`config.mk`:
```
export PLATFORM = sky130hd
export DESIGN_NAME = fb_port_arbiter
export DESIGN_NICKNAME = d
export VERILOG_FILES = /design/src/rtl/fb_arb_pkg.sv /design/src/rtl/fb_port_arbiter_pix_fifo.sv /design/src/rtl/fb_port_arbiter.sv
export SDC_FILE = /design/constraint.sdc
export NUM_CORES = 1
export LEC_CHECK = 0
export ABC_AREA = 1
export BUFFER_PORTS_ARGS = -buffer_cell sky130_fd_sc_hd__buf_2
export CORE_MARGIN = 2
export CORE_UTILIZATION = 30
export CTS_CLUSTER_DIAMETER = 50
export DETAILED_ROUTE_END_ITERATION = 16
export PLACE_DENSITY = 0.55
export SETUP_SLACK_MARGIN = 0.2
export SYNTH_ARGS = -nofsm -noshare
export SYNTH_HDL_FRONTEND = slang
export SYNTH_SLANG_ARGS = --single-unit
export TNS_END_PERCENT = 10
```
`constraint.sdc`:
```
create_clock -name clk -period 2.97 [get_ports clk]
set_clock_uncertainty 0.1 [all_clocks]
set_input_delay 0.297 -clock clk [delete_from_list [all_inputs] [get_ports clk]]
set_output_delay 0.297 -clock clk [all_outputs]
set_load 0.005 [all_outputs]
```
`src/rtl/fb_arb_pkg.sv`:
```
// fb_arb_pkg: shared state encoding and framebuffer geometry for the framebuffer port arbiter
package fb_arb_pkg;
  typedef enum logic [1:0] {IDLE, CPU_RD, VGA_RD} state_t;
  localparam int PIX_AW = 17;
  localparam int NUM_PIX = 76800;
  localparam int PIX_W = 8;
endpackage

```
`src/rtl/fb_port_arbiter_pix_fifo.sv`:
```
// pix_fifo: sync FIFO (clk, reset, push/din, pop/dout, flush) reporting count and empty; dout is 0 when empty
module pix_fifo #(
  parameter int DEPTH = 8,
  parameter int WIDTH = fb_arb_pkg::PIX_W
) (
  input  logic                     clk,
  input  logic                     reset,
  input  logic                     push,
  input  logic [WIDTH-1:0]         din,
  input  logic                     pop,
  input  logic                     flush,
  output logic [WIDTH-1:0]         dout,
  output logic [$clog2(DEPTH):0]   count,
  output logic                     empty
);
  localparam int AW = $clog2(DEPTH);
  logic [WIDTH-1:0] mem [DEPTH];
  logic [AW-1:0] wp, rp;
  logic do_push, do_pop;
  assign empty = count == '0;
  assign do_pop = pop & ~empty;
  assign do_push = push & (count != (AW+1)'(DEPTH));
  assign dout = empty ? '0 : mem[rp];
  always_ff @(posedge clk)
    if (do_push) mem[wp] <= din;
  always_ff @(posedge clk) begin
    if (reset | flush) begin
      wp <= '0;
      rp <= '0;
      count <= '0;
    end else begin
      if (do_push) wp <= wp + 1'b1;
      if (do_pop) rp <= rp + 1'b1;
      count <= count + (AW+1)'(do_push) - (AW+1)'(do_pop);
    end
  end
endmodule

```
`src/rtl/fb_port_arbiter.sv`:
```
// fb_port_arbiter: shares one sync framebuffer RAM (mem_*) between CPU load/store (cpu_*) and VGA pixel prefetch (vga_*)
module fb_port_arbiter #(
  parameter int PIX_AW = fb_arb_pkg::PIX_AW,
  parameter int NUM_PIX = fb_arb_pkg::NUM_PIX,
  parameter int FIFO_DEPTH = 8,
  parameter int LOW_WATER = 2
) (
  input  logic              clk,
  input  logic              reset,
  input  logic              cpu_req,
  input  logic              cpu_we,
  input  logic [PIX_AW-1:0] cpu_addr,
  input  logic [31:0]       cpu_wdata,
  output logic [31:0]       cpu_rdata,
  output logic              cpu_ack,
  output logic              cpu_stall,
  input  logic              vga_frame,
  input  logic              vga_pop,
  output logic [7:0]        vga_pixel,
  output logic              vga_underrun,
  output logic [PIX_AW-1:0] mem_addr,
  output logic              mem_we,
  output logic [31:0]       mem_wdata,
  input  logic [31:0]       mem_rdata
);
  import fb_arb_pkg::*;
  localparam int CW = $clog2(FIFO_DEPTH) + 1;
  localparam logic [CW-1:0] LW = CW'(LOW_WATER);
  localparam logic [CW-1:0] FULL = CW'(FIFO_DEPTH);
  localparam logic [PIX_AW-1:0] LAST = PIX_AW'(NUM_PIX - 1);
  state_t state, state_n;
  logic [PIX_AW-1:0] fetch_addr;
  logic [CW-1:0] count, level;
  logic empty, rd_done, drop, wr_ack, push;
  assign level = count + CW'(state == VGA_RD);
  assign push = state == VGA_RD & ~drop & ~vga_frame;
  assign cpu_ack = wr_ack | rd_done;
  assign cpu_stall = cpu_req & ~cpu_ack;
  // rd_done blocks the still-held request from being re-issued in its ack cycle
  always_comb begin
    state_n = state;
    mem_addr = fetch_addr;
    mem_we = 1'b0;
    mem_wdata = '0;
    wr_ack = 1'b0;
    if (state != IDLE) state_n = IDLE;
    else if (level <= LW) state_n = VGA_RD;
    else if (cpu_req & ~rd_done & cpu_we) begin
      mem_addr = cpu_addr;
      mem_we = 1'b1;
      mem_wdata = cpu_wdata;
      wr_ack = 1'b1;
    end else if (cpu_req & ~rd_done) begin
      mem_addr = cpu_addr;
      state_n = CPU_RD;
    end else if (level < FULL) state_n = VGA_RD;
  end
  // a fetch issued in the same cycle as vga_frame targets the old frame, so drop it on return
  always_ff @(posedge clk) begin
    if (reset) begin
      state <= IDLE;
      fetch_addr <= '0;
      rd_done <= 1'b0;
      drop <= 1'b0;
      cpu_rdata <= '0;
      vga_underrun <= 1'b0;
    end else begin
      state <= state_n;
      rd_done <= state == CPU_RD;
      drop <= vga_frame & state == IDLE & state_n == VGA_RD;
      if (state == CPU_RD) cpu_rdata <= mem_rdata;
      if (vga_frame) fetch_addr <= '0;
      else if (push) fetch_addr <= fetch_addr == LAST ? '0 : fetch_addr + 1'b1;
      if (vga_pop & empty) vga_underrun <= 1'b1;
    end
  end
  pix_fifo #(.DEPTH(FIFO_DEPTH), .WIDTH(PIX_W)) u_fifo (
    .clk(clk),
    .reset(reset),
    .push(push),
    .din(mem_rdata[PIX_W-1:0]),
    .pop(vga_pop),
    .flush(vga_frame),
    .dout(vga_pixel),
    .count(count),
    .empty(empty)
  );
endmodule

```
Word-level counts from Yosys, hierarchy flattened. Memory sizes are Yosys's and may differ from the RTL's. A register that Yosys moved wholly into a read port is not among the register bits. Index checks and enable logic that the tools add are counted.

Register bits: 64. Logic and storage cells: 65. Memory bits (writable): 64. Bits of input ports: 87. Memories kept: 1.

Bitwise logic cells: 17. Equal/unequal tests: 5. Muxes and demuxes: 21. Add/sub/neg operators: 6. Reductions and logical operators: 4. Order comparisons: 2.

Memories: u_fifo.mem (words 8, width 8, rd ports 1, clocked after memory_dff 1, wr ports 1, line fb_port_arbiter_pix_fifo.sv:17) `logic [WIDTH-1:0] mem [DEPTH];`.

Operators by type and width (number): 2-to-1 mux 32 bit (3); 2-to-1 mux 17 bit (5); adder 17 x 1 -> 17 bit (second input constant) (1); == test 17 bit (second input constant) (1); bitwise AND 1 bit (10); 2-to-1 mux 2 bit (5); adder 4 x 1 -> 4 bit (2); 2-to-1 mux 8 bit (1); adder 3 x 1 -> 3 bit (second input constant) (2); 2-to-1 mux 3 bit (2); 2-to-1 mux 1 bit (5); inverter 1 bit (5); == test 2 bit (second input constant) (2); less-or-equal comparator 4 x 2 -> 1 bit (second input constant) (1); zero test 4 bit (1); < comparator 4 bit (second input constant) (1); inequality test 4 bit (second input constant) (1); subtractor 4 x 1 -> 4 bit (1); == test 2 x 1 -> 1 bit (second input constant) (1); zero test 2 bit (1); bitwise OR 1 bit (2); nonzero test 2 bit (1); OR reduction 2 bit (1).

Depth between registers and ports, before layout. Gate-level depths: netlist of run 1.

Word-level depth: 10. Gate-level depth with buffers: 12. Gate-level depth less buffers: 12.

Modules after synthesis. From an unflattened synthesis of run 1, not the netlist that was laid out.

Cell total of the unflattened synthesis: 836. Area, all modules: 6452.4 µm².

By module, submodules not included: pix_fifo (seq. area each 2182.1 µm², area each 3540.9 µm², times used 1, cells an instance 376); fb_port_arbiter (seq. area each 1081.0 µm², area each 2911.5 µm², times used 1, cells an instance 460).

Least setup slack after synthesis of run 1. No wires, ideal clock.

Kind: flip-flop to flip-flop. From: register u_fifo.count[2]. To: register u_fifo.count[2]. Path slack: 688 ps. Stages on the path, launching flop included: 12. Setup time: 128 ps. Data required time: 2742 ps. Clock period less this slack: 2282 ps. Data arrival time: 2055 ps. Cell sequence: dfxtp_1 -> inv_1 -> ha_1 -> nand3_1 -> nand2_1 -> inv_1 -> ha_1 -> inv_1 -> ha_1 -> fa_1 -> xnor2_1 -> nor2_1.

Cells in the longest elaborated chain, start to end: 4.

RTL lines: start: declaration (line fb_port_arbiter_pix_fifo.sv:13) `output logic [$clog2(DEPTH):0] count,`; start signal: assignment (line fb_port_arbiter_pix_fifo.sv:34) `count <= count + (AW+1)'(do_push) - (AW+1)'(do_pop);`; zero test 4 bit (line fb_port_arbiter_pix_fifo.sv:20) `assign empty = count == '0;`; inverter 1 bit (line fb_port_arbiter_pix_fifo.sv:21) `assign do_pop = pop & ~empty;`; bitwise AND 1 bit (line fb_port_arbiter_pix_fifo.sv:21); net u_fifo.do_pop (line fb_port_arbiter_pix_fifo.sv:19) `logic do_push, do_pop;`; subtractor 4 x 1 -> 4 bit (line fb_port_arbiter_pix_fifo.sv:34).

The timed path passes the listed nets, and every way through them passes these cells. A chain may end at the register's enable or synchronous reset.

Final worst setup path of run 1.
From: register state[1]. To: output mem_wdata[9].

Cells in the longest elaborated chain, start to end: 5.

RTL lines: start: declaration (line fb_port_arbiter.sv:31) `state_t state, state_n;`; start signal: assignment (line fb_port_arbiter.sv:68) `state <= state_n;`; == test 2 bit (line fb_port_arbiter.sv:35) `assign level = count + CW'(state == VGA_RD);`; adder 4 x 1 -> 4 bit (line fb_port_arbiter.sv:35); less-or-equal comparator 4 x 2 -> 1 bit (line fb_port_arbiter.sv:47) `else if (level <= LW) state_n = VGA_RD;`; 2-to-1 mux 32 bit (line fb_port_arbiter.sv:47); 2-to-1 mux 32 bit * (line fb_port_arbiter.sv:46) `if (state != IDLE) state_n = IDLE;`; end: declaration (line fb_port_arbiter.sv:23) `output logic [31:0] mem_wdata,`.

Mark *: on every way between the ends. The rest lies on a longest branch, timed or not.

==> results of run 1 <==
## final cells by class
| class | count | area (µm²) | share of cell area (%) |
|---|---|---|---|
| Sequential cell | 131 | 3270 | 41.0 |
| Tap cell | 265 | 332 | 4.16 |
| Clock buffer | 17 | 425 | 5.34 |
| Clock inverter | 15 | 169 | 2.12 |
| Multi-Input combinational cell | 490 | 2420 | 30.4 |
| Inverter | 79 | 297 | 3.72 |
| Timing Repair Buffer | 197 | 1050 | 13.2 |
| Antenna cell | 1 | 2.50 | 0.0314 |
## state kept, by name (all words and copies together) (netlist names), named ones only
register	flops
vga_underrun	1
rd_done	1
u_fifo.count	4
drop	1
fetch_addr	17
u_fifo.mem	64
cpu_rdata	32
u_fifo.wp	3
u_fifo.rp	3
state	2
## critical path, cell delays in order (launching register included)
cell and delay, ns:
dfxtp_4 0.37, inv_2 0.04, nor2_4 0.13, ha_4 0.15, ha_1 0.22, nand2_1 0.08, nand2_2 0.06, nor2_4 0.21
nand2_8 0.13, nand3_2 0.23, nor2_1 0.06, buf_2 0.13
## cells in the mapped netlist (all sizes together)
cell type | n | area, µm²
nand2 | 154 | 601
buf | 8 | 65.1
ha | 12 | 150
nor3b | 1 | 12.5
nor3 | 5 | 41.3
nand4 | 4 | 25.0
a31oi | 1 | 6.26
fa | 1 | 20.0
nor2 | 153 | 579
o22ai | 8 | 50.1
and3 | 2 | 12.5
o21ai | 45 | 225
dfxtp | 67 | 1340
edfxtp | 64 | 1920
nand3 | 29 | 158
clkbuf | 19 | 91.3
a21oi | 55 | 279
xor2 | 3 | 26.3
or2 | 2 | 15.0
o211ai | 8 | 60.1
inv | 79 | 297
xnor2 | 1 | 8.76
## power groups by stage
| stage | clock, mW | combinational (mW) | sequential (mW) |
|---|---|---|---|
| final | 2.10 | 1.56 | 2.03 |
| after detailed placement | 0 | 1.30 | 2.07 |
| after CTS | 2.15 | 1.48 | 2.03 |
| after floorplan | 0 | 0.841 | 2.05 |
| after global routing | 2.23 | 1.77 | 2.04 |
| after global placement | 0 | 1.29 | 2.07 |
## what timing repair did
item,in CTS,in global routing
gates cloned,5,1
setup buffers,4,2
resized for setup,7,13
pin swaps,4,7
setup endpoints to repair,52,52
## metrics by stage
stage	power [mW]	utilization [%]	setup WS, ns	std cells
after floorplan	2.90	-	0.688	721
after global placement	3.36	36.6	0.510	1150
after detailed placement	3.37	36.6	0.436	1150
after CTS	5.67	40.3	0.173	1191
after global routing	6.04	40.8	0.201	1195
final	5.70	40.8	0.344	1195
## how the worst max path moves through the flow
stage                                  to                  startpoint  cells past startpoint
2_1_floorplan  u_fifo.count[2]$_SDFF_PP0_  u_fifo.count[2]$_SDFF_PP0_                     11
3_3_place_gp                    cpu_stall         state[1]$_SDFF_PP0_                     12
3_5_place_dp                    cpu_stall         state[1]$_SDFF_PP0_                     12
4_1_cts                         cpu_stall         state[1]$_SDFF_PP0_                     12
5_1_grt                      mem_addr[12]         state[1]$_SDFF_PP0_                     12
6_report                     mem_wdata[9]         state[1]$_SDFF_PP0_                     11
## routing by layer
layer	part of all wire [%]	vias to the layer above
met5	0	-
met4	0.71	0
met3	4.1	7
met2	49	112
met1	46	2389
li1	-	2750
## logic make-up (layout without fill, tap and decap cells)
| family | count (synthesis) | after routing |
|---|---|---|
| AOI/OAI and AO/OA | 117 | 117 |
| xor gates and xnor gates | 4 | 4 |
| adders and majority gates | 13 | 13 |
| buffers and inverters | 106 | 308 |
| DFF | 131 | 131 |
| other | 0 | 1 |
| and+or+nand+nor | 350 | 356 |
==> results_dict.tcl, run 1 <==
set metrics [dict create \
    outcome "finished clean" \
    final_common_cell "buf_2" \
    postPlaceCellArea_mm2 0.00715 \
    grt_pass1_wl_um 25700 \
    r2r_start "u_fifo.count[2]$_SDFF_PP0_" \
    grt_pass1_vias 5004 \
    drtIter0Drc 378 \
    min_path_type "input port to register" \
    ctsHoldBuffers 0 \
    hpwl_um 10700 \
    final_cell_mix "179 x buf_2, 148 x nand2_1, 148 x nor2_1" \
    r2r-end "u_fifo.count[2]$_SDFF_PP0_" \
    p_per_area_mw_per_mm2 716 \
    internal-power_mw 3.84 \
    synth_top_family_by_area "simple AND/OR/NAND/NOR gates" \
    route.detailed.drc 0 \
    ys_seq_area_share_pct 54.5 \
    postRouteWirelength_um 15800 \
    power_frac_clock_pct 36.9 \
    hold_viol 0 \
    coreArea_mm2 0.0195 \
    path_max_fanout 8 \
    start_util_pct 30.7 \
    io_buffers 179 \
    vdd_drop_max_v 0.000391 \
    dieArea_mm2 0.0211 \
    dr.pass1.iters 5 \
    stdcell_area_mm2 0.00796 \
    grt.total_usage_pct 15.0 \
    holdPathStages 3 \
    root_buffer "clkbuf_16" \
    yosys_register_bits 131 \
    power.switching_mw 1.86 \
    min-delay-start "mem_rdata[22]" \
    wl_per_cell_um 13.2 \
    ys_types 33 \
    fillCellCount 2002 \
    synth_compound_area_share_pct 10.4 \
    cts_tree "built" \
    rsz0062_at_grt "no" \
    max_freq_mhz 381 \
    synth-xor-area-share_pct 0.585 \
    relSlewSlack_pct 48.9 \
    hold-path-endpoint "cpu_rdata[22]$_SDFFE_PP0P_" \
    synth_cells 721 \
    met1_usage_pct 19.6 \
    worstSetupEndpointType "output pin" \
    tns_ns 0 \
    ant_nets 0 \
    drive_above_1_share_pct 27.6 \
    rrSetupSlack_ns 0.66 \
    p_leak_nw 3.52 \
    fp-row-count 51 \
    cts_made_buffers 17 \
    timing_worst_setup_path_type "register to output pin" \
    period_needed_ns 2.63 \
    arrival_ns 2.23 \
    numClockSinks 131 \
    viasPerCell 4.40 \
    yosysWarningCount 0 \
    grt_overflow 0 \
    nNetsFinal 1016 \
    period_share_pct 88.4 \
    syn-num-nets 821 \
    areaGrowthSynthToFinish_pct 33.0 \
    synth.avg_cell_area_um2 8.30 \
    worstMarginPinSlew_ns 0.767 \
    clockBufferDepth 2 \
    h-tree-depth 4 \
    yosys.area_share.simple_pct 24.1 \
    global_route.usage.met3_pct 3.58 \
    antenna_found_initial 1 \
    critPathLaunchType "register" \
    ios 180 \
    clkTransAtPathRegs_ns 0.06 \
    whs_ns 0.0289 \
    seq_power_share_pct 35.7 \
    synth.mux.area_fraction_pct 0 \
    worstPathRequired_ns 2.57 \
    setup_violations 0 \
    p_comb_share_pct 27.4 \
    synthesis.area_mm2 0.00599 \
    met2_usage_pct 24.8 \
    maxCapViolCount 0 \
    grt_max_degree 39 \
    p_sw_share_pct 32.6 \
    busiest_layer "met2" \
    die_h_um 145 \
    synthAdderAreaFrac_pct 2.84 \
    num_vias 5258 \
    clock_latency_ns 0.41 \
    die_x_um 145 \
    ff2ff_path_depth 11 \
    gp_congestion 0.766 \
    drv_slew 0 \
]
No activity file was read; power rests on OpenSTA's default activity.
==> inputs of run 2 (changes only) <==
--- a/config.mk
+++ b/config.mk
@@ -5,13 +5,14 @@
 export SDC_FILE = /design/constraint.sdc
 export NUM_CORES = 1
 export LEC_CHECK = 0
-export ABC_AREA = 1
 export BUFFER_PORTS_ARGS = -buffer_cell sky130_fd_sc_hd__buf_2
+export CELL_PAD_IN_SITES_DETAIL_PLACEMENT = 0
+export CELL_PAD_IN_SITES_GLOBAL_PLACEMENT = 2
 export CORE_MARGIN = 2
 export CORE_UTILIZATION = 30
 export CTS_CLUSTER_DIAMETER = 50
 export DETAILED_ROUTE_END_ITERATION = 16
-export PLACE_DENSITY = 0.55
+export PLACE_DENSITY = 0.79
 export SETUP_SLACK_MARGIN = 0.2
 export SYNTH_ARGS = -nofsm -noshare
 export SYNTH_HDL_FRONTEND = slang
==> run 2 against run 1 <==
Routed wire length rose by 0.11%. Total power fell by 11%. Via count fell by 14%. Sequential share of layout area rose by 0.47 points. Synthesized area fell by 3.9%. Synthesized cell count fell by 32%. Sequential cell count did not move. Clock power fell by 9.5%. Final area fell by 1.3%. Combinational power fell by 25%. Cell count fell by 21%. Clock-buffer cell count rose by 3. Largest cell class unchanged. Highest routed layer unchanged.
==> results_dict.tcl, run 2 <==
set metrics [dict create \
    clock_latency_ns 0.41 \
    tns_ns 0 \
    largestRegisters "u_fifo.mem (64), cpu_rdata (32), fetch_addr (17)" \
    critPathLaunchType "register" \
    yosys_register_bits 131 \
    ys_types 53 \
    vdd_drop_max_v 0.000388 \
    clockBufferDepth 2 \
    cts_tree "built" \
    rsz0062_at_grt "yes" \
    min-delay-start "mem_rdata[20]" \
    period_share_pct 95.9 \
    crit_slowest_cell "xnor2_2" \
    holdPathStages 3 \
    worstSetupEndpointType "output pin" \
    path_max_fanout 4 \
    coreArea_mm2 0.0188 \
    timing_worst_setup_path_type "register to output pin" \
    start_util_pct 30.6 \
    gp_congestion 0.822 \
    final_common_cell "buf_2" \
    synth_top_area_share_pct 33.4 \
    synth.most_common_cell "nand2_1" \
    drtIter0Drc 207 \
    largest_register "u_fifo.mem" \
    ys_seq_area_share_pct 56.7 \
    max_freq_mhz 351 \
    outcome "finished clean" \
    num_vias 4496 \
    largest_reg_flops 64 \
    p_per_area_mw_per_mm2 648 \
    dr.pass1.iters 4 \
    period_needed_ns 2.85 \
    path_buf_inv 3 \
    final_cell_mix "169 x buf_2, 72 x nand2_1, 66 x dfxtp_1" \
    maxCapViolCount 0 \
    setup_violations 0 \
    cts_made_buffers 17 \
    route.detailed.drc 0 \
    yosysWarningCount 0 \
    dieArea_mm2 0.0203 \
    critPathTopFamily "buffers and inverters" \
    finish.utilization_pct 41.9 \
    synth.avg_cell_area_um2 11.7 \
    cpPeakStageDelay_ns 0.36 \
    fillCellCount 1789 \
    grt_pass1_vias 4371 \
    synth_area_leader_cell "edfxtp_1" \
    min_path_type "input port to register" \
    nNetsFinal 795 \
    r2r_start "state[0]$_SDFF_PP0_" \
    worstMarginPinSlew_ns 0.956 \
    hpwl_um 10700 \
    synth.area.top_cells "edfxtp_1 33%, dfxtp_1 23%, mux4_2 6.3%" \
    worstPathRequired_ns 2.57 \
    root_buffer "clkbuf_16" \
    syn-num-nets 592 \
    die_x_um 142 \
    antenna_found_initial 4 \
    grt.total_usage_pct 15.5 \
    wl_per_cell_um 16.7 \
    synth_cells 492 \
    grt_pass1_wl_um 23500 \
    hold-path-endpoint "cpu_rdata[20]$_SDFFE_PP0P_" \
    viasPerCell 4.75 \
    synth-edff-count 64 \
    relSlewSlack_pct 36.2 \
    grt_max_degree 21 \
    io_buffers 179 \
    ff2ff_path_depth 5 \
    cp_cell_sequence "and2b_1, ha_2, nand2_1, xnor2_2, o211ai_4, buf_6, clkbuf_16, mux2_4, buf_2" \
    arrival_ns 2.45 \
    numClockSinks 131 \
    rrSetupSlack_ns 0.44 \
    die_h_um 142 \
    synth_common_cells "73 x nand2_1, 67 x dfxtp_1, 64 x edfxtp_1" \
    areaGrowthSynthToFinish_pct 36.7 \
    h-tree-depth 4 \
    clkTransAtPathRegs_ns 0.06 \
    p_leak_nw 3.21 \
    grt_overflow 0 \
    drv_slew 0 \
    whs_ns 0.0223 \
    postRouteWirelength_um 15800 \
    synthesis.area_mm2 0.00575 \
    setup.worst_path.start "state[0]$_SDFF_PP0_" \
    synth_flop_cell "dfxtp_1" \
    ios 180 \
    async_reset_ff_share_pct 0 \
    fp-row-count 50 \
    hold_viol 0 \
    r2r-end "fetch_addr[16]$_SDFFE_PP0P_" \
    drive_above_1_share_pct 41.1 \
    ant_nets 0 \
]
run 2: changes by cell type after synthesis, sizes merged, moves of 12 or more:
| cell | change |
|---|---|
| nand2 | -81 |
| nand3 | -23 |
| and2 | +34 |
| mux2i | +12 |
| o21ai | -41 |
| nor2 | -111 |
| mux4 | +16 |
| xnor2 | +14 |
| inv | -68 |
| a21oi | -18 |
| mux2 | +18 |
run 2: power by group:
| group | internal [mW] | leakage (nW) | switching (mW) |
|---|---|---|---|
| registers | 1.98 | 1.12 | 0.0495 |
| logic | 0.592 | 1.83 | 0.574 |
| clock network | 1.11 | 0.262 | 0.787 |
| total | 3.68 | 3.21 | 1.41 |
run 2: logic make-up (layout without fill, tap and decap cells):
logic type	Yosys count	after routing	synth area share (%)
AND/OR/NAND/NOR	198	198	17.9
AO/OA/AOI/OAI	48	49	4.92
buffers and inverters	38	253	2.83
XOR/XNOR	18	18	2.74
other	0	4	0
multiplexers	46	46	11.9
adder cells (fa/ha/maj)	13	13	2.96
flip-flops	131	131	56.7
run 2: area by class of cell:
cell class	instances	area (µm²)	share of cell area (%)
repair buffers	210	1270	16.1
clock inverters	12	81.3	1.03
flip-flops and latches	131	3260	41.5
diodes	4	10.0	0.127
multi-input cells	324	2450	31.1
well taps	234	293	3.72
clock buffers	20	458	5.83
inverters	11	41.3	0.525
run 2: through the flow:
| stage | power (mW) | worst slack (ns) | instance area [µm²] | std cells |
|---|---|---|---|---|
| 2_1_floorplan | 2.67 | 0.487 | 5750 | 492 |
| 3_3_place_gp | 3.01 | 0.310 | 6940 | 894 |
| 3_5_place_dp | 3.03 | 0.209 | 6940 | 894 |
| 4_1_cts | 5.09 | 0.0670 | 7720 | 940 |
| 5_1_grt | 5.34 | 0.0232 | 7860 | 946 |
| 6_report | 5.09 | 0.121 | 7860 | 946 |
run 2: worst min-delay path, delay by kind of cell:
kind            cells  cell delay (ns)
buf+inv             1             0.10
simple gates        1             0.05
compound gates      1             0.05
run 2: per-layer routing:
layer | GRT usage [%] | vias up | part of all wire (%)
met5 | 0 | - | 0
met4 | 9.22 | 0 | 4.2
met3 | 3.30 | 26 | 4.9
met2 | 25.8 | 161 | 49
met1 | 18.6 | 2165 | 42
li1 | - | 2144 | -
run 2: repair_timing:
action                     4_1_cts  5_1_grt
hold endpoints to repair         5        0
buffers inserted                 6        1
pin swaps                        3        3
hold buffers                     5        0
setup endpoints to repair       52       51
gates cloned                     3        1
gates resized for setup         25       21
run 2: how the worst max path moves through the flow:
| stage | cells after the start | to | slack, ns |
|---|---|---|---|
| after floorplan | 8 | mem_addr[10] | 0.49 |
| after global placement | 8 | cpu_ack | 0.31 |
| after detailed placement | 8 | cpu_ack | 0.21 |
| after CTS | 10 | mem_addr[0] | 0.07 |
| after global routing | 10 | mem_addr[4] | 0.02 |
| final | 9 | mem_addr[4] | 0.12 |
==> inputs of run 3 (changes only) <==
--- a/config.mk
+++ b/config.mk
@@ -12,9 +12,10 @@
 export CORE_UTILIZATION = 30
 export CTS_CLUSTER_DIAMETER = 50
 export DETAILED_ROUTE_END_ITERATION = 16
-export PLACE_DENSITY = 0.79
+export PLACE_DENSITY = 0.8
 export SETUP_SLACK_MARGIN = 0.2
 export SYNTH_ARGS = -nofsm -noshare
 export SYNTH_HDL_FRONTEND = slang
+export SYNTH_HIERARCHICAL = 1
 export SYNTH_SLANG_ARGS = --single-unit
 export TNS_END_PERCENT = 10
==> run 3 against run 2 <==
Hold slack got worse by 0.0060 ns. Final area rose by 4.2%. Routed wire length rose by 1.1%. Largest power group is now the clock network.
==> results_dict.tcl, run 3 <==
set metrics [dict create \
    critPathLaunchType "register" \
    drtIter0Drc 152 \
    arrival_ns 2.51 \
    stdcell_area_mm2 0.00819 \
    r2r-end "u_fifo/count[2]$_SDFF_PP0_" \
    cts_made_buffers 17 \
    dp.cells 938 \
    die_h_um 143 \
    finalPower_mw 5.71 \
    cp_cell_sequence "and2b_1, ha_4, ha_4, xnor2_4, nand2_2, o211ai_1, buf_4, buf_6, buf_8, mux2_4, buf_6" \
    cpPeakStageDelay_ns 0.32 \
    start_util_pct 30.7 \
    grt.total_usage_pct 15.9 \
    synth_top_area_share_pct 33.3 \
    dieArea_mm2 0.0203 \
    fin_cells 991 \
    grt_max_degree 41 \
    relSlewSlack_pct 46.1 \
    postRouteWirelength_um 16000 \
    rsz0062_at_grt "yes" \
    coreArea_mm2 0.0188 \
    ios 180 \
    io_buffers 179 \
    clockBufferDepth 2 \
    clkTransAtPathRegs_ns 0.06 \
    ys_seq_area_share_pct 56.6 \
    min-delay-start "mem_rdata[22]" \
    vdd_drop_max_v 0.000397 \
    timing_worst_setup_path_type "register to output pin" \
    rrSetupSlack_ns 0.43 \
    gp_congestion 0.852 \
    yosysWarningCount 6 \
    ys_types 46 \
    fp-row-count 50 \
    final_common_cell "buf_2" \
    outcome "finished clean" \
    holdPathStages 3 \
    die_x_um 143 \
    h-tree-depth 4 \
    synth.most_common_cell "nand2_1" \
    path_max_fanout 5 \
    synth-edff-count 64 \
    drive_above_1_share_pct 38.8 \
    largest_register "u_fifo/mem" \
    tns_ns 0 \
    min_path_type "input port to register" \
    drv_slew 0 \
    antenna_cells 0 \
    hold-path-endpoint "cpu_rdata[22]$_SDFFE_PP0P_" \
    period_needed_ns 2.91 \
    r2r_start "u_fifo/count[2]$_SDFF_PP0_" \
    synth.area.top_cells "edfxtp_1 33%, dfxtp_1 23%, mux2i_1 5.7%" \
    antenna_found_initial 0 \
    synth.avg_cell_area_um2 10.8 \
    nNetsFinal 842 \
    syn-num-nets 633 \
    root_buffer "clkbuf_16" \
    worstPathRequired_ns 2.57 \
    period_share_pct 98.0 \
    grt_pass1_wl_um 24600 \
    max_freq_mhz 344 \
    ant_nets 0 \
    synth_common_cells "76 x nand2_1, 67 x dfxtp_1, 64 x edfxtp_1" \
    final_cell_mix "156 x buf_2, 73 x nand2_1, 65 x dfxtp_1" \
    postPlaceCellArea_mm2 0.00697 \
    clock_latency_ns 0.42 \
    hold_viol 0 \
    yosys_register_bits 131 \
    cts_tree "built" \
    p_per_area_mw_per_mm2 698 \
    largestRegisters "u_fifo/mem (64), cpu_rdata (32), fetch_addr (17)" \
    ff2ff_path_depth 10 \
    dr.pass1.iters 4 \
    synth_cells 535 \
    synth_flop_cell "dfxtp_1" \
    p_leak_nw 3.31 \
    areaGrowthSynthToFinish_pct 42.0 \
    grt_overflow 0 \
    grt_pass1_vias 4766 \
    async_reset_ff_share_pct 0 \
    wl_per_cell_um 16.1 \
    route.detailed.drc 0 \
    num_vias 4783 \
    crit_slowest_cell "dfxtp_2" \
    largest_reg_flops 64 \
    worstSetupEndpointType "output pin" \
    whs_ns 0.0163 \
    numClockSinks 131 \
    worstMarginPinSlew_ns 0.809 \
    hpwl_um 10900 \
    setup_violations 0 \
    synthesis.area_mm2 0.00577 \
    maxCapViolCount 0 \
    viasPerCell 4.83 \
    synth_area_leader_cell "edfxtp_1" \
]
## run 3: how the worst max path moves through the flow
stage                         from  slack [ns]                          to  depth (start not counted)
2_1_floorplan  state[0]$_SDFF_PP0_        0.22                mem_addr[10]                          8
3_3_place_gp             vga_frame        0.34  u_fifo/count[2]$_SDFF_PP0_                         10
3_5_place_dp   state[0]$_SDFF_PP0_        0.25               mem_wdata[28]                          9
4_1_cts        state[0]$_SDFF_PP0_        0.06                mem_addr[10]                         11
5_1_grt        state[0]$_SDFF_PP0_       -0.08                 mem_addr[0]                         11
6_report       state[0]$_SDFF_PP0_        0.06                mem_addr[15]                         11
## run 3: kinds of logic (layout without fill, tap and decap cells)
| group | count (synthesis) | count (layout) | share of synthesized area [%] |
|---|---|---|---|
| and+or+nand+nor | 203 | 203 | 18.1 |
| xor gates and xnor gates | 12 | 12 | 1.82 |
| adders and majority gates | 11 | 11 | 2.52 |
| AOI/OAI and AO/OA | 88 | 89 | 8.90 |
| muxes | 50 | 50 | 9.05 |
| DFF | 131 | 131 | 56.6 |
| buffers and inverters | 40 | 261 | 3.02 |
## run 3: per-layer routing
| metal | up-vias | GRT usage, % | part of all wire, % |
|---|---|---|---|
| li1 | 2332 | - | - |
| met1 | 2269 | 17.9 | 41 |
| met2 | 164 | 29.1 | 52 |
| met3 | 18 | 3.96 | 4.9 |
| met4 | 0 | 6.10 | 1.7 |
| met5 | - | 0 | 0 |
## run 3: area by class of cell
type	instances	area, µm²
clock inverters	14	235
repair buffers	217	1400
clock buffers	18	429
multi-input cells	365	2520
well taps	234	293
inverters	12	47.5
fillers	1784	10600
flip-flops and latches	131	3270
## run 3: timing repair
item | 4_1_cts | 5_1_grt
setup endpoints to repair | 52 | 54
hold endpoints to repair | 11 | 0
resized for setup | 30 | 54
buffers inserted | 7 | 0
gates cloned | 3 | 0
hold buffers | 11 | 0
pin swaps | 3 | 30
## run 3: stage by stage
step / setup WS, ns / util [%]
2_1_floorplan: 0.221 / -
3_3_place_gp: 0.337 / 37.1
3_5_place_dp: 0.247 / 37.1
4_1_cts: 0.0629 / 42.4
5_1_grt: -0.0777 / 43.6
6_report: 0.0598 / 43.6
## run 3: critical path, delay by kind of cell, from the launching register on
kind                     cells  cell delay (ns)
flip-flops                   1             0.32
multiplexers                 1             0.30
AND/OR/NAND/NOR              2             0.26
AO/OA/AOI/OAI                1             0.23
adder cells (fa/ha/maj)      2             0.34
buffers and inverters        4             0.51
XOR/XNOR                     1             0.14
## run 3: where the power goes
part           total, mW  switching (mW)  internal, mW
clock               2.36           0.793          1.57
combinational       1.32           0.640         0.676
sequential          2.04          0.0620          1.97
total               5.71            1.50          4.22
